$ cat src/rtl/he_pkg.sv
// he_pkg: shared defaults, word type and mode encodings for ciphertext arithmetic
package he_pkg;
    localparam int DEF_CIPHERTEXT_MODULUS = 1024;
    localparam int DEF_CIPHERTEXT_WIDTH = 10;
    localparam int DEF_DIMENSION = 4;
    typedef logic [DEF_CIPHERTEXT_WIDTH-1:0] ct_word_t;
    localparam logic MODE_ADD = 1'b0;
    localparam logic MODE_SUB = 1'b1;
endpackage

$ cat src/rtl/mod_addsub.sv
// mod_addsub: combinational W-bit modular add/subtract with operand range check
module mod_addsub import he_pkg::*; #(
    parameter int W = DEF_CIPHERTEXT_WIDTH,
    parameter int Q = DEF_CIPHERTEXT_MODULUS
) (
    input  logic [W-1:0] a_i,
    input  logic [W-1:0] b_i,
    input  logic         sub_i,
    output logic [W-1:0] y_o,
    output logic         oor_o
);
    localparam logic [W:0] QW = (W+1)'(Q);
    logic [W:0] s, d;
    assign s = {1'b0, a_i} + {1'b0, b_i};
    assign d = {1'b0, a_i} - {1'b0, b_i};
    assign y_o = sub_i == MODE_SUB ? (d[W] ? W'(d + QW) : d[W-1:0])
                                   : (s >= QW ? W'(s - QW) : s[W-1:0]);
    assign oor_o = {1'b0, a_i} >= QW || {1'b0, b_i} >= QW;
endmodule

$ cat src/rtl/homomorphic_addsub_vec.sv
// homomorphic_addsub_vec: streaming element-serial LWE ciphertext add/subtract mod q
module homomorphic_addsub_vec import he_pkg::*; #(
    parameter int CIPHERTEXT_MODULUS = DEF_CIPHERTEXT_MODULUS,
    parameter int CIPHERTEXT_WIDTH = DEF_CIPHERTEXT_WIDTH,
    parameter int DIMENSION = DEF_DIMENSION,
    parameter int CNT_WIDTH = 3
) (
    input  logic                        clk,
    input  logic                        rst,
    input  logic                        in_valid,
    output logic                        in_ready,
    input  logic                        in_sub,
    input  logic [CIPHERTEXT_WIDTH-1:0] ct1_word,
    input  logic [CIPHERTEXT_WIDTH-1:0] ct2_word,
    output logic                        out_valid,
    input  logic                        out_ready,
    output logic [CIPHERTEXT_WIDTH-1:0] out_word,
    output logic                        out_last,
    output logic                        range_err
);
    localparam int W = CIPHERTEXT_WIDTH;
    localparam logic [CNT_WIDTH-1:0] LAST = CNT_WIDTH'(DIMENSION);
    logic [CNT_WIDTH-1:0] cnt_q, cnt_d;
    logic [W-1:0] word_q, word_d, res;
    logic mode_q, mode_d, valid_q, valid_d, last_q, last_d, err_q, err_d;
    logic fire, sub, oor;
    assign in_ready = !valid_q || out_ready;
    assign fire = in_valid && in_ready;
    assign sub = cnt_q == '0 ? in_sub : mode_q;
    mod_addsub #(.W(W), .Q(CIPHERTEXT_MODULUS)) u_mod (
        .a_i(ct1_word), .b_i(ct2_word), .sub_i(sub), .y_o(res), .oor_o(oor)
    );
    always_comb begin
        cnt_d = fire ? (cnt_q == LAST ? '0 : cnt_q + 1'b1) : cnt_q;
        mode_d = fire && cnt_q == '0 ? in_sub : mode_q;
        valid_d = fire || (valid_q && !out_ready);
        word_d = fire ? res : word_q;
        last_d = fire ? cnt_q == LAST : last_q;
        err_d = err_q || (fire && oor);
    end
    always_ff @(posedge clk) begin
        if (rst) begin
            cnt_q <= '0;
            mode_q <= MODE_ADD;
            valid_q <= 1'b0;
            word_q <= '0;
            last_q <= 1'b0;
            err_q <= 1'b0;
        end else begin
            cnt_q <= cnt_d;
            mode_q <= mode_d;
            valid_q <= valid_d;
            word_q <= word_d;
            last_q <= last_d;
            err_q <= err_d;
        end
    end
    assign out_valid = valid_q;
    assign out_word = word_q;
    assign out_last = last_q;
    assign range_err = err_q;
endmodule

$ cat config.mk
export PLATFORM = sky130hd
export DESIGN_NAME = homomorphic_addsub_vec
export DESIGN_NICKNAME = d
export VERILOG_FILES = /design/src/rtl/he_pkg.sv /design/src/rtl/mod_addsub.sv /design/src/rtl/homomorphic_addsub_vec.sv
export SDC_FILE = /design/constraint.sdc
export NUM_CORES = 1
export LEC_CHECK = 0
export ABC_CLOCK_PERIOD_IN_PS = 2900
export BUFFER_PORTS_ARGS = -buffer_cell sky130_fd_sc_hd__clkbuf_2
export CORE_ASPECT_RATIO = 2
export CORE_MARGIN = 2
export CORE_UTILIZATION = 46
export DETAILED_ROUTE_END_ITERATION = 6
export PLACE_DENSITY = 0.76
export SLEW_MARGIN = 40
export SYNTH_ARGS = -nofsm -noshare
export SYNTH_HDL_FRONTEND = slang
export SYNTH_SLANG_ARGS = --single-unit
$ cat constraint.sdc
create_clock -name clk -period 2.9 [get_ports clk]
set_clock_uncertainty 0.15 [all_clocks]
set_input_delay 0.725 -clock clk [delete_from_list [all_inputs] [get_ports clk]]
set_output_delay 0.725 -clock clk [all_outputs]
set_load 0.02 [all_outputs]
======== Word-level counts from Yosys, hierarchy flattened ========
Cells that the tools add are included.
word-level totals
  register bits ........................... 16
  input port bits ......................... 25
  output and inout bits ................... 14
cells by class
  add/subtract/negate cells ............... 5
  order comparisons ....................... 1
  equality and inequality tests ........... 1
  muxes and demuxes ....................... 5
  reductions and logical operators ........ 8
operators with widths
  operator                                                               number
  10-bit 2-to-1 mux                                                      3
  10-bit by 10-bit adder with 11-bit output                              1
  11-bit greater-or-equal comparator (second input constant)             1
  10-bit by 10-bit subtractor with 11-bit output                         1
  10-bit by 1-bit adder with 10-bit output (second input constant)       1
  10-bit by 1-bit subtractor with 10-bit output (second input constant)  1
  3-bit by 1-bit adder with 3-bit output (second input constant)         1
  3-bit == test (second input constant)                                  1
  1-bit logical AND                                                      3
  3-bit logical NOT                                                      1
  3-bit 2-to-1 mux                                                       1
  1-bit logical NOT                                                      2
  1-bit logical OR                                                       2
  1-bit 2-to-1 mux                                                       1

======== Logic depth before layout (Yosys ltp) ========
  word-level depth ........................ 4
  depth in mapped cells ................... 13

======== By module ========
A second synthesis with hierarchy kept.
unflattened totals
  cells, all modules ...................... 167
  area, all modules ....................... 1322.5 sq um
modules (own cells, without submodules)
  module                  times used  cells each  area an instance (sq um)
  homomorphic_addsub_vec  1           84          723.2
  mod_addsub              1           83          599.3

======== Worst setup path after synthesis ========
No wires, ideal clock.
  path type ............................... input to register
  start ................................... input ct2_word[1]
  end ..................................... register word_q[9], in the netlist out_word[9]
  arrival ................................. 2.727 ns
  data required time ...................... 2.676 ns
  slack ................................... -0.051 ns
  stages .................................. 12
  path buffers ............................ 0
  cell sequence ........................... inv_1 ha_1 nand2_1 or2_2 o21ai_0 xor2_1 ha_1 and2_1 and4_1 a21boi_0 a211o_1 a31oi_1
between the ends
  word-level cells in the longest chain between the ends .. 4
  elaborated cells between the ends (all ways) .. 8
  those cells by class .................... 4 x add/sub; 1 x order compare; 3 x mux
ends and longest elaborated chain
  element                                                                                                      RTL line                            source
  from (decl)                                                                                                  homomorphic_addsub_vec.sv:14        input logic [CIPHERTEXT_WIDTH-1:0] ct2_word,
  10-bit by 10-bit adder with 11-bit output or 10-bit by 10-bit subtractor with 11-bit output (tied branches)  mod_addsub.sv:14, mod_addsub.sv:15
  10-bit by 1-bit subtractor with 10-bit output (tied with other cells)                                        mod_addsub.sv:17                    : (s >= QW ? W'(s - QW) : s[W-1:0]);
  10-bit 2-to-1 mux (on tied branches)                                                                         mod_addsub.sv:17, mod_addsub.sv:16
  10-bit 2-to-1 mux *                                                                                          mod_addsub.sv:16                    assign y_o = sub_i == MODE_SUB ? (d[W] ? W'(d + QW) : d[W-1:0])
  to (signal assigned)                                                                                         homomorphic_addsub_vec.sv:53        word_q <= word_d;
  to (decl)                                                                                                    homomorphic_addsub_vec.sv:24        logic [W-1:0] word_q, word_d, res;
Mark *: on every way between the ends. The rest lies on a longest branch, timed or not.
A chain may end at the register's enable or synchronous reset.

======== Worst setup path after layout ========
  start ................................... register cnt_q[0]
  end ..................................... register word_q[8], in the netlist out_word[8]
between the ends
  word-level cells in the longest chain between the ends .. 3
ends and longest elaborated chain
  element                 RTL line                      source
  from (decl)             homomorphic_addsub_vec.sv:23  logic [CNT_WIDTH-1:0] cnt_q, cnt_d;
  from (signal assigned)  homomorphic_addsub_vec.sv:50  cnt_q <= cnt_d;
  3-bit logical NOT       homomorphic_addsub_vec.sv:29  assign sub = cnt_q == '0 ? in_sub : mode_q;
  1-bit 2-to-1 mux        homomorphic_addsub_vec.sv:29
  10-bit 2-to-1 mux       mod_addsub.sv:16
No other way between the ends.

==> flow_metrics.tcl <==
set metrics [dict create \
    die_width_um 41.36 \
    post-route-drc-count 0 \
    postSynthRegisterBits 16 \
    critical-path-top-delay-family "compound AO/OA/AOI/OAI gates" \
    antenna_found_initial 0 \
    synthesis.area_per_instance_um2 8.023 \
    synth.mux.area_fraction 0.03411 \
    cp-start-kind "flop" \
    p_total_mw 0.9193 \
    worst_pin_slew_ns 0.5829 \
    ios 39 \
    synth_simple_gate_area_frac 0.2378 \
    initial_utilization 0.4750 \
    clock_sinks 16 \
    fp-row-count 27 \
    post_synth_inst_count 160 \
    postPlaceCellArea_um2 1660 \
    synth_edf_count 0 \
    netlist_top_cells_area "dfxtp_1, ha_1, nor2_1, a21oi_1, xor2_1" \
    place.detailed.hpwl_um 2775 \
    crit_required_ns 2.94 \
    layout_worst_path_cycle_share 1.003 \
    drt_iter0_drc 18 \
    setup_repair_after_global_routing_missed_its_margin "true" \
    io_buffer_count 37 \
    detailedPlace.worstSlack_ns -0.3652 \
    globalplace.congestion 0.9080 \
    power_frac_comb 0.503 \
    cp.buffers_inverters 2 \
    grt_start_max_net_pins 19 \
    grt_pass1_vias 1408 \
    share_of_synthesized_area_occupied_by_flip_flops_and_latches 0.2495 \
    pwr-share-seq 0.281 \
    synthDistinctLibCells 47 \
    post_layout_nonfiller_instances 252 \
    outcome "finished with violations" \
    postSynthNetCount 198 \
    die_h_um 78.71 \
    wl_per_instance_um 14.42 \
    worstHoldPathType "reg2reg" \
    worst_ir_drop_vdd_v 0.0002674 \
    worstSetupPathType "reg2reg" \
    fin_worst_hold_slack_ns 0.3069 \
    report.final.hold_viol_count 0 \
    placeableCoreArea_um2 2703 \
    switching_share 0.3598 \
    net-switching-power_mw 0.3307 \
    timing.fmax_mhz 343.9 \
    vias 1406 \
    number_of_vias_per_cell_after_detailed_routing 5.579 \
    setup_ws_post_layout_ns -0.008180 \
    worst_setup_hold_path_clk_slew_ns 0.06 \
    cpMaxStageDelayCell "a2111o_1" \
    final_critical_path_required_period_ns 2.908 \
    timing.max_slew.rel_slack 0.6105 \
    power.internal_mw 0.5885 \
    failed_checks "setup timing" \
    synth_largest_area_cell "dfxtp_1" \
    clock_latency_ns 0.25 \
    global_route.overflow_total 0 \
    final_area_um2 1856 \
    worstPathMaxFanout 4 \
    cts-root-buf "clkbuf_8" \
    ys_async_sr_fraction 0 \
    cp.arrival_ns 2.95 \
    crit_path_cell_trace "inv_2 -> ha_4 -> nor2b_4 -> mux2i_4 -> o31ai_2 -> xor2_1 -> ha_1 -> buf_6 -> o21a_1 -> o31ai_4 -> a211o_1 -> a2111o_1 -> nand3_1" \
    global_route_wire_length_before_repair_um 5837 \
    report.final.setup_viol 1 \
    grt_use_total 0.2496 \
    cts_inserted_buffers 3 \
    cts_max_path_buffers 2 \
    power_per_cell_area_nw_per_um2 495.4 \
    netlist.area_leader.share 0.2495 \
    place.detailed.instances 243 \
    maxCapViolations 0 \
    synthXorXnorAreaFrac 0.06140 \
    cts_tree "done" \
    drt_pre_antenna_iters 4 \
    yosys_most_used_dff "dfxtp_1" \
    yosys.cell_count.top_type "nor2_1" \
    insertedDiodeCount 0 \
    summed_instance_area_of_the_synthesized_netlist_um2 1284 \
    synth-compound-area-share 0.2339 \
    syn2layout_area_growth_pct 44.54 \
    cts_htree_levels 1 \
    clock_power_share 0.216 \
    critical-path-max-stage-delay_ns 0.37 \
    nNetsFinal 262 \
    synth_top_family_by_area "simple AND/OR/NAND/NOR gates" \
    synth_commonest_cells "nor2_1, dfxtp_1, a21oi_1, ha_1, nand2_1" \
    totalWireLength_um 3634 \
    final_antenna_net_count 0 \
    layout-drive-gt1-share 0.4260 \
    cp-end-kind "flop" \
    finalMaxSlewViolations 0 \
    synth_warnings 0 \
    full_die_area_um2 3255 \
    synth_fa_ha_area_frac 0.1326 \
    total_leakage_power_nw 0.8901 \
]
## cell usage in the layout, fill, tap and decap left out, types with 4 or more instances in the layout
cell type	netlist	layout
xor2_1	5	5
ha_1	12	10
and2_1	5	4
a21oi_1	13	9
nand2_1	11	11
xnor2_1	4	4
clkbuf_2	0	37
buf_4	1	26
a211oi_1	5	5
dfxtp_1	16	14
inv_1	9	7
nand3_1	5	5
nor2_1	18	17
clkbuf_8	0	4
## power groups by stage
stage / clock (mW) / sequential (mW) / combinational, mW
detailed placement: 0 / 0.263 / 0.386
global placement: 0 / 0.261 / 0.374
global route: 0.205 / 0.261 / 0.502
finish: 0.199 / 0.259 / 0.462
floorplan: 0 / 0.287 / 0.215
CTS: 0.198 / 0.259 / 0.424
## final timing paths
kind	startpoint	end	slack, ns	depth (start not counted)
setup / recovery	cnt_q[0]$_SDFFE_PP0P_	out_word[8]$_SDFFE_PP0P_	-0.008	13
hold / removal	out_last$_SDFFE_PP0P_	out_last$_SDFFE_PP0P_	0.31	2
setup reg to reg	cnt_q[0]$_SDFFE_PP0P_	out_word[8]$_SDFFE_PP0P_	-0.008	13
hold reg to reg	out_last$_SDFFE_PP0P_	out_last$_SDFFE_PP0P_	0.31	2
## area by class of cell
cell class / instances / area (um^2)
flip-flops and latches: 16 / 322.8
multi-input cells: 129 / 1005
fillers: 227 / 847.1
well taps: 29 / 36.28
inverters: 9 / 33.78
repair buffers: 65 / 402.9
clock buffers: 4 / 55.05
## tightest hold or removal path: cells and delay by family, from the launching register on
kind | cells | cell delay [ns]
AOI/OAI and AO/OA | 1 | 0.05
DFF | 1 | 0.31
and+or+nand+nor | 1 | 0.05
## cell families after synthesis
| logic type | Yosys count |
|---|---|
| and+or+nand+nor | 58 |
| AOI/OAI and AO/OA | 45 |
| DFF | 16 |
| buffers and inverters | 15 |
| adders and majority gates | 13 |
| xor gates and xnor gates | 9 |
| muxes | 3 |
| other | 1 |
## stage by stage
| step | setup TNS, ns | util |
|---|---|---|
| after global routing | -0.4236 | 0.6866 |
| after detailed placement | -0.9000 | 0.6144 |
| after CTS | -0.04336 | 0.6611 |
| after floorplan | -0.01156 | - |
| after global placement | -0.4983 | 0.6144 |
| final | -0.008180 | 0.6866 |
## registers in the layout, indices dropped and copies added, names as in the netlist
name / flops
out_word: 10
mode_q: 1
out_last: 1
out_valid: 1
cnt_q: 3
## per-layer routing
metal	wire, um	vias to the layer above	GRT usage
li1	-	704	-
met1	1259	638	0.2469
met2	2132	52	0.4672
met3	149	12	0.01397
met4	92	0	0.1129
met5	0	-	0
## timing repair
action,in CTS,in global routing
pin swaps,2,3
endpoints found under the hold margin,0,0
hold buffers,0,0
setup endpoints to repair,4,5
resized for setup,15,15
buffers inserted,3,2
No activity file was read; power rests on OpenSTA's default activity.
